===== src/rtl/cause_encoder_8val_if.sv =====
// Handoff bundle between event producers, the cause encoder and its consumer.
// The master side drives requests, enables and acknowledge; the slave side offers causes.
interface cause_encoder_8val_if;
   logic [7:0] req;
   logic [7:0] mask;
   logic       ack;
   logic       valid;
   logic [2:0] index;
   logic [7:0] pending;
   logic [7:0] overrun;

   modport master (
      output req, mask, ack,
      input  valid, index, pending, overrun
   );

   modport slave (
      input  req, mask, ack,
      output valid, index, pending, overrun
   );
endinterface


===== src/rtl/cause_encoder_8val.sv =====
// Registered 8-to-3 priority encoder with sticky pending capture and a
// valid/ack handoff that freezes the offered index until it is accepted.
module cause_encoder_8val #(
   parameter bit LOW_FIRST = 1'b1
) (
   input  logic                 clock_i,
   input  logic                 reset_i,
   cause_encoder_8val_if.slave  bus
);

   typedef enum logic {IDLE, OFFER} state_t;

   state_t     state_q, state_d;
   logic [2:0] index_q, index_d;
   logic [7:0] pending_q, pending_d;
   logic [7:0] overrun_q, overrun_d;
   logic [7:0] elig;
   logic [7:0] clr;
   logic [2:0] enc_idx;
   logic       take;

   assign take = (state_q == OFFER) && bus.ack;
   assign elig = pending_q & bus.mask;

   always_comb begin
      clr = '0;
      if (take) begin
         clr[index_q] = 1'b1;
      end
   end

   // Set wins over clear, so a request landing on the acked bit stays pending.
   assign pending_d = (pending_q & ~clr) | bus.req;

   generate
      for (genvar gi = 0; gi < 8; gi++) begin : g_overrun
         always_comb begin
            overrun_d[gi] = overrun_q[gi];
            if (bus.req[gi] && pending_q[gi] && !clr[gi]) begin
               overrun_d[gi] = 1'b1;
            end else if (clr[gi] && !bus.req[gi]) begin
               overrun_d[gi] = 1'b0;
            end
         end
      end
   endgenerate

   generate
      if (LOW_FIRST) begin : g_enc_low
         always_comb begin
            enc_idx = '0;
            for (int i = 7; i >= 0; i--) begin
               if (elig[i]) begin
                  enc_idx = 3'(i);
               end
            end
         end
      end else begin : g_enc_high
         always_comb begin
            enc_idx = '0;
            for (int i = 0; i < 8; i++) begin
               if (elig[i]) begin
                  enc_idx = 3'(i);
               end
            end
         end
      end
   endgenerate

   always_comb begin
      state_d = state_q;
      index_d = index_q;
      unique case (state_q)
         IDLE: begin
            if (elig != 8'h00) begin
               index_d = enc_idx;
               state_d = OFFER;
            end
         end
         OFFER: begin
            if (bus.ack) begin
               state_d = IDLE;
            end
         end
         default: state_d = IDLE;
      endcase
   end

   always_ff @(posedge clock_i) begin
      if (reset_i) begin
         state_q   <= IDLE;
         index_q   <= '0;
         pending_q <= '0;
         overrun_q <= '0;
      end else begin
         state_q   <= state_d;
         index_q   <= index_d;
         pending_q <= pending_d;
         overrun_q <= overrun_d;
      end
   end

   assign bus.valid   = (state_q == OFFER);
   assign bus.index   = index_q;
   assign bus.pending = pending_q;
   assign bus.overrun = overrun_q;

endmodule


===== src/flat_wrapper.sv =====
// flat-port wrapper written by rule: the top's interface ports become plain ports
module cause_encoder_8val_flat 
#(
   parameter bit LOW_FIRST = 1'b1
)
  (clock_i, reset_i, bus_req, bus_mask, bus_ack, bus_valid, bus_index, bus_pending, bus_overrun);
  cause_encoder_8val_if bus_i ();
  input  logic clock_i;
  input  logic reset_i;
  input wire logic [$bits(bus_i.req)-1:0] bus_req;
  input wire logic [$bits(bus_i.mask)-1:0] bus_mask;
  input wire logic [$bits(bus_i.ack)-1:0] bus_ack;
  output wire logic [$bits(bus_i.valid)-1:0] bus_valid;
  output wire logic [$bits(bus_i.index)-1:0] bus_index;
  output wire logic [$bits(bus_i.pending)-1:0] bus_pending;
  output wire logic [$bits(bus_i.overrun)-1:0] bus_overrun;
  assign bus_i.req = bus_req;
  assign bus_i.mask = bus_mask;
  assign bus_i.ack = bus_ack;
  assign bus_valid = bus_i.valid;
  assign bus_index = bus_i.index;
  assign bus_pending = bus_i.pending;
  assign bus_overrun = bus_i.overrun;
  cause_encoder_8val #(.LOW_FIRST(LOW_FIRST)) u_core (.clock_i(clock_i), .reset_i(reset_i), .bus(bus_i));
endmodule

===== config.mk =====
export PLATFORM = sky130hd
export DESIGN_NAME = cause_encoder_8val_flat
export DESIGN_NICKNAME = d
export VERILOG_FILES = /design/src/rtl/cause_encoder_8val_if.sv /design/src/rtl/cause_encoder_8val.sv /design/src/flat_wrapper.sv
export SDC_FILE = /design/constraint.sdc
export NUM_CORES = 1
export LEC_CHECK = 0
export BUFFER_PORTS_ARGS = -buffer_cell sky130_fd_sc_hd__buf_2
export CORE_MARGIN = 5
export CORE_UTILIZATION = 45
export CTS_CLUSTER_DIAMETER = 40
export DETAILED_ROUTE_END_ITERATION = 12
export PLACE_DENSITY = 0.76
export RECOVER_POWER = 50
export SETUP_SLACK_MARGIN = 0.3
export SYNTH_ARGS = -nofsm -noshare
export SYNTH_HDL_FRONTEND = slang
export SYNTH_SLANG_ARGS = --single-unit

===== constraint.sdc =====
create_clock -name clock_i -period 1.2 [get_ports clock_i]
set_input_delay 0 -clock clock_i [delete_from_list [all_inputs] [get_ports clock_i]]
set_output_delay 0 -clock clock_i [all_outputs]
set_load 0.01 [all_outputs]

# Word-level counts from Yosys, hierarchy flattened
# Index checks and enable logic that the tools add are counted.
# op_classes
magnitude_cmp	2
n_mux	30
n_bitwise	5
reduce_logical	52
# op_table
op	count
1-bit logical AND	26
3-bit two-way mux	8
1-bit two-way mux	19
8-bit AND	2
1-bit zero test	16
2-bit nonzero test	8
8-bit two-way mux	1
8-bit NOT	1
8-bit bitwise OR	1
8-bit nonzero test	1
3-bit by 4-bit less-than comparator with 1-bit output, second input constant	1
1-bit demux with 3-bit select	1
3-bit by 1-bit greater-or-equal comparator with 1-bit output, second input constant	1
1-bit case mux with 2 select lines	1
2-bit AND reduction	1
1-bit NOT	1
# word_totals
reg_bits	20
input_bits	19

# Logic depth before layout (Yosys ltp)
# depth
word_depth	9
ltp_mapped	5
ltp_nobuf	4

# Worst setup path after synthesis
# Ideal clock, no wire load.
# synth_timing
path_kind	reg-to-reg
from	reg u_core.state_q, in the netlist u_core.bus.valid
to	reg u_core.overrun_q[6], in the netlist u_core.bus.overrun[6]
setup_ps	132
arrival_ps	1040
required_ps	1068
path_slack_ps	27
path_stages_with_launch	6
path_buffers	1
path_cell_list	dfxtp_1 -> buf_6 -> and3b_1 -> nand3_1 -> o21ai_0 -> a21oi_1
# synth_via
elab_chain_len	5
# synth_lines
item	line	text
start, declared	cause_encoder_8val.sv:13	state_t state_q, state_d;
start signal, assigned	cause_encoder_8val.sv:96	state_q <= state_d;
1-bit logical AND *	cause_encoder_8val.sv:22	assign take = (state_q == OFFER) && bus.ack;
8-bit two-way mux *	cause_encoder_8val.sv:27	if (take) begin
1-bit zero test	cause_encoder_8val.sv:39	if (bus.req[gi] && pending_q[gi] && !clr[gi]) begin
1-bit logical AND	cause_encoder_8val.sv:39	
1-bit two-way mux / 2-bit nonzero test (equally long branches)	--	
end signal, assigned	cause_encoder_8val.sv:99	overrun_q <= overrun_d;
end, declared	cause_encoder_8val.sv:16	logic [7:0] overrun_q, overrun_d;
# Every way passes the cells marked *; elsewhere a longest branch is shown, timed or not.
# A chain may end at the register's enable or synchronous reset.

# Worst setup path in the final report
# layout_timing
from	reg u_core.pending_q[7], in the netlist u_core.bus.pending[7]
to	reg u_core.index_q[2], in the netlist u_core.bus.index[2]
# layout_via
elab_chain_len	9
# layout_lines
item	line	text
start, declared	cause_encoder_8val.sv:15	logic [7:0] pending_q, pending_d;
start signal, assigned	cause_encoder_8val.sv:98	pending_q <= pending_d;
8-bit AND *	cause_encoder_8val.sv:23	assign elig = pending_q & bus.mask;
3-bit two-way mux (8 in a row)	cause_encoder_8val.sv:53	if (elig[i]) begin
end signal, assigned	cause_encoder_8val.sv:97	index_q <= index_d;
end, declared	cause_encoder_8val.sv:14	logic [2:0] index_q, index_d;
# Marks and branches as above.

==> out/metrics.csv <==
stage,metric,value,unit
synth,synth-seq-area-share,0.442,
final_layout,fin_cells,186,
worst_setup_path,endpoint_kind,register,
sta,maxSlewHeadroom,0.737,
drt,firstDrtPassIters,4,
clocking,htreeDepth,1,
sta,timing.final.ws_setup,-20.1,ps
placed_design,place_inst,165,
drt,viasPerCell,5.34,
worst_setup_path,worst-endpoint-required,1400,ps
grt,antenna_found_initial,0,
synth,synth_fp_nets,122,
clocking,cts_tree,done,
synth,ys_ff_latch,20,
drt,avgRoutedWirePerCell,14.3,um
worst_setup_path,path_cells,a22oi_4 -> a21oi_1 -> nor2_1 -> nor3_1,
worst_setup_path,worst_setup_path_start_kind,register,
sta,min_period_over_period,1.02,
synth,async_flop_share,0,
sta,period_needed,1220,ps
grt,grt_start_max_net_pins,22,
clocking,ctsLongestPathBuffers,2,
clocking,clock-root-buffer,clkbuf_4,
sta,tightest_slew,395,ps
final_layout,diodes,0,
placed_design,dp_slack,73.2,ps
worst_setup_path,path_delay_family,flip-flops,
grt,grt_pass1_vias,913,
power,power_density,1090,mW/mm2
final_layout,drive_gt1_frac,0.478,
power,leakage,0.625,nW
final_layout,nNetsFinal,180,
clocking,clk_latency,300,ps
synth,post_synth_num_cell_types,21,
synth,synth_edf_count,0,
placed_design,gp_congestion,0.732,
sta,skew,3.58,ps
floorplan,num_io_pins,39,
floorplan,start_util,0.466,
final_layout,area_growth,58.6,%
synth,synth-warning-count,0,
synth,syn_area,906,um2
grt,grt-ovfl-total,0,
synth,syn-mean-instance-area,8.79,um2
worst_setup_path,cp_max_fo,5,
hold_path,hold_path_class,input pin to register,
sta,slew_violations,0,
worst_setup_path,cp_num_buf_inv,0,
floorplan,die_h,54.9,um
sta,finalHoldViolCount,0,
drt,ant_nets,0,
sta,setup_viol,1,
run_status,status,"complete, but fails checks",
placed_design,placed_area,0.00114,mm2
worst_setup_path,criticalPathCategory,register to register,
worst_setup_path,slowest_stage,dfxtp_1,
placed_design,dp_hpwl,1.69,mm
floorplan,die_w,54.9,um
run_status,failed_checks,setup timing,
synth,synth_ff_type,dfxtp_1,
sta,rsz0062_at_grt,true,
drt,routed-via-count,994,
drt,drt_iter0_drc,27,
clocking,cts-buffers-inserted,3,
clocking,clk_pin_slew_worst_paths,110,ps
worst_setup_path,cp.arrival,1420,ps
worst_setup_path,critPathMaxStageDelay,450,ps
drt,drc,0,
floorplan,fp.coreArea,0.00194,mm2
power,ir_drop,863,uV
grt,grt_usage,0.173,
sta,fmax,0.820,GHz
power,finalPower,0.00156,W
drt,routed_wl,2.66,mm
grt,grt_pass1_wl,3.79,mm
clocking,clock_sinks,20,
placed_design,io_buffers,38,
floorplan,rows,16,
final_layout,final_area,0.00144,mm2
synth,synthCells,103,
job,max_cap_viol_count,0,
floorplan,die-area,0.00301,mm2
[Yosys cell counts (2+ instances only)]
master	number	area, um2
a32oi_1	2	17.5
nand2_1	10	37.5
inv_1	2	7.51
a211oi_1	2	15.0
o21ai_0	9	45.0
nor3_1	2	10.0
nor2b_1	2	12.5
dfxtp_1	20	400
nand3_1	10	50.1
nor2_1	11	41.3
a22oi_4	4	85.1
a21oi_1	20	100
[cell usage in the layout (no fill, tap or decap), types with 2 or more instances in the layout]
cell type,netlist,final
o21ai_2,0,4
a21oi_2,0,6
buf_2,1,26
nand3_1,10,8
dlygate4sd3_1,0,9
a21oi_1,20,14
o21ai_1,0,5
nor2_1,11,10
nand2_4,0,2
nor2b_4,0,2
dfxtp_1,20,14
nand2_2,0,3
a211oi_1,2,2
a22oi_4,4,4
dfxtp_4,0,3
dfxtp_2,0,3
clkbuf_1,0,8
inv_1,2,2
buf_4,0,5
nand2_1,10,5
clkbuf_4,0,3
a32oi_1,2,2
buf_6,1,8
nor3_1,2,2
[power breakdown]
part           leakage [nW]  switching (W)  total, W  internal (W)
clock network        0.0138       0.000208  0.000325      0.000117
logic                 0.443       0.000220  0.000442      0.000222
registers             0.169      0.0000719  0.000793      0.000721
total                 0.625       0.000499   0.00156       0.00106
[layer usage]
layer	GRT usage	up-vias	wire, um
li1	-	490	-
met1	0.206	458	1050
met2	0.295	33	1340
met3	0.0354	13	175
met4	0.0788	0	87
met5	0	-	0
[per-stage QoR]
step	hold WS (ps)	utilization	TNS, ps
6_report	84.6	0.740	-20.1
5_1_grt	104	0.740	-123
4_1_cts	85.9	0.693	0
3_5_place_dp	213	0.590	0
3_3_place_gp	207	0.590	0
2_1_floorplan	87.1	-	0
[logic make-up (layout without fill, tap and decap cells)]
kind of cell    count (synthesis)  after routing  share of synthesized area
buf+inv                         5             61                     0.0304
simple gates                   39             39                      0.214
compound gates                 39             39                      0.314
flops                          20             20                      0.442
[cell type report]
class	count	area [um2]
well taps	27	33.8
fillers	152	505
inverters	2	7.51
multi-input cells	78	579
clock buffers	3	22.5
flip-flops and latches	20	415
repair buffers	56	378
[worst reg2reg max path, delay by kind of cell, from the launching register on]
kind | cells | cell delay [ps]
flip-flops | 1 | 450
AND/OR/NAND/NOR | 2 | 360
AO/OA/AOI/OAI | 2 | 310
[state kept, by name, summed over array words and instances, names as in the netlist]
| name | count |
|---|---|
| u_core.bus.index | 3 |
| u_core.bus.overrun | 8 |
| u_core.bus.pending | 8 |
| u_core.bus.valid | 1 |
[path summary, 6_finish.rpt]
check,endpoint,slack [ps],cells after the start,startpoint
worst max register to register,u_core.bus.index[2],-20,4,u_core.bus.pending[7]
worst min-delay path,u_core.bus.pending[5],80,2,reset_i
worst min register to register,u_core.bus.overrun[2],470,2,u_core.bus.overrun[2]
worst max-delay path,u_core.bus.index[2],-20,4,u_core.bus.pending[7]
[what timing repair did]
item,4_1_cts,5_1_grt
pin swaps,9,1
endpoints found under the setup margin,21,24
gates resized for setup,16,22
hold buffers,9,0
buffers inserted,6,3
hold endpoints to repair,17,0
cloned,0,0
No activity file was read; power rests on OpenSTA's default activity.
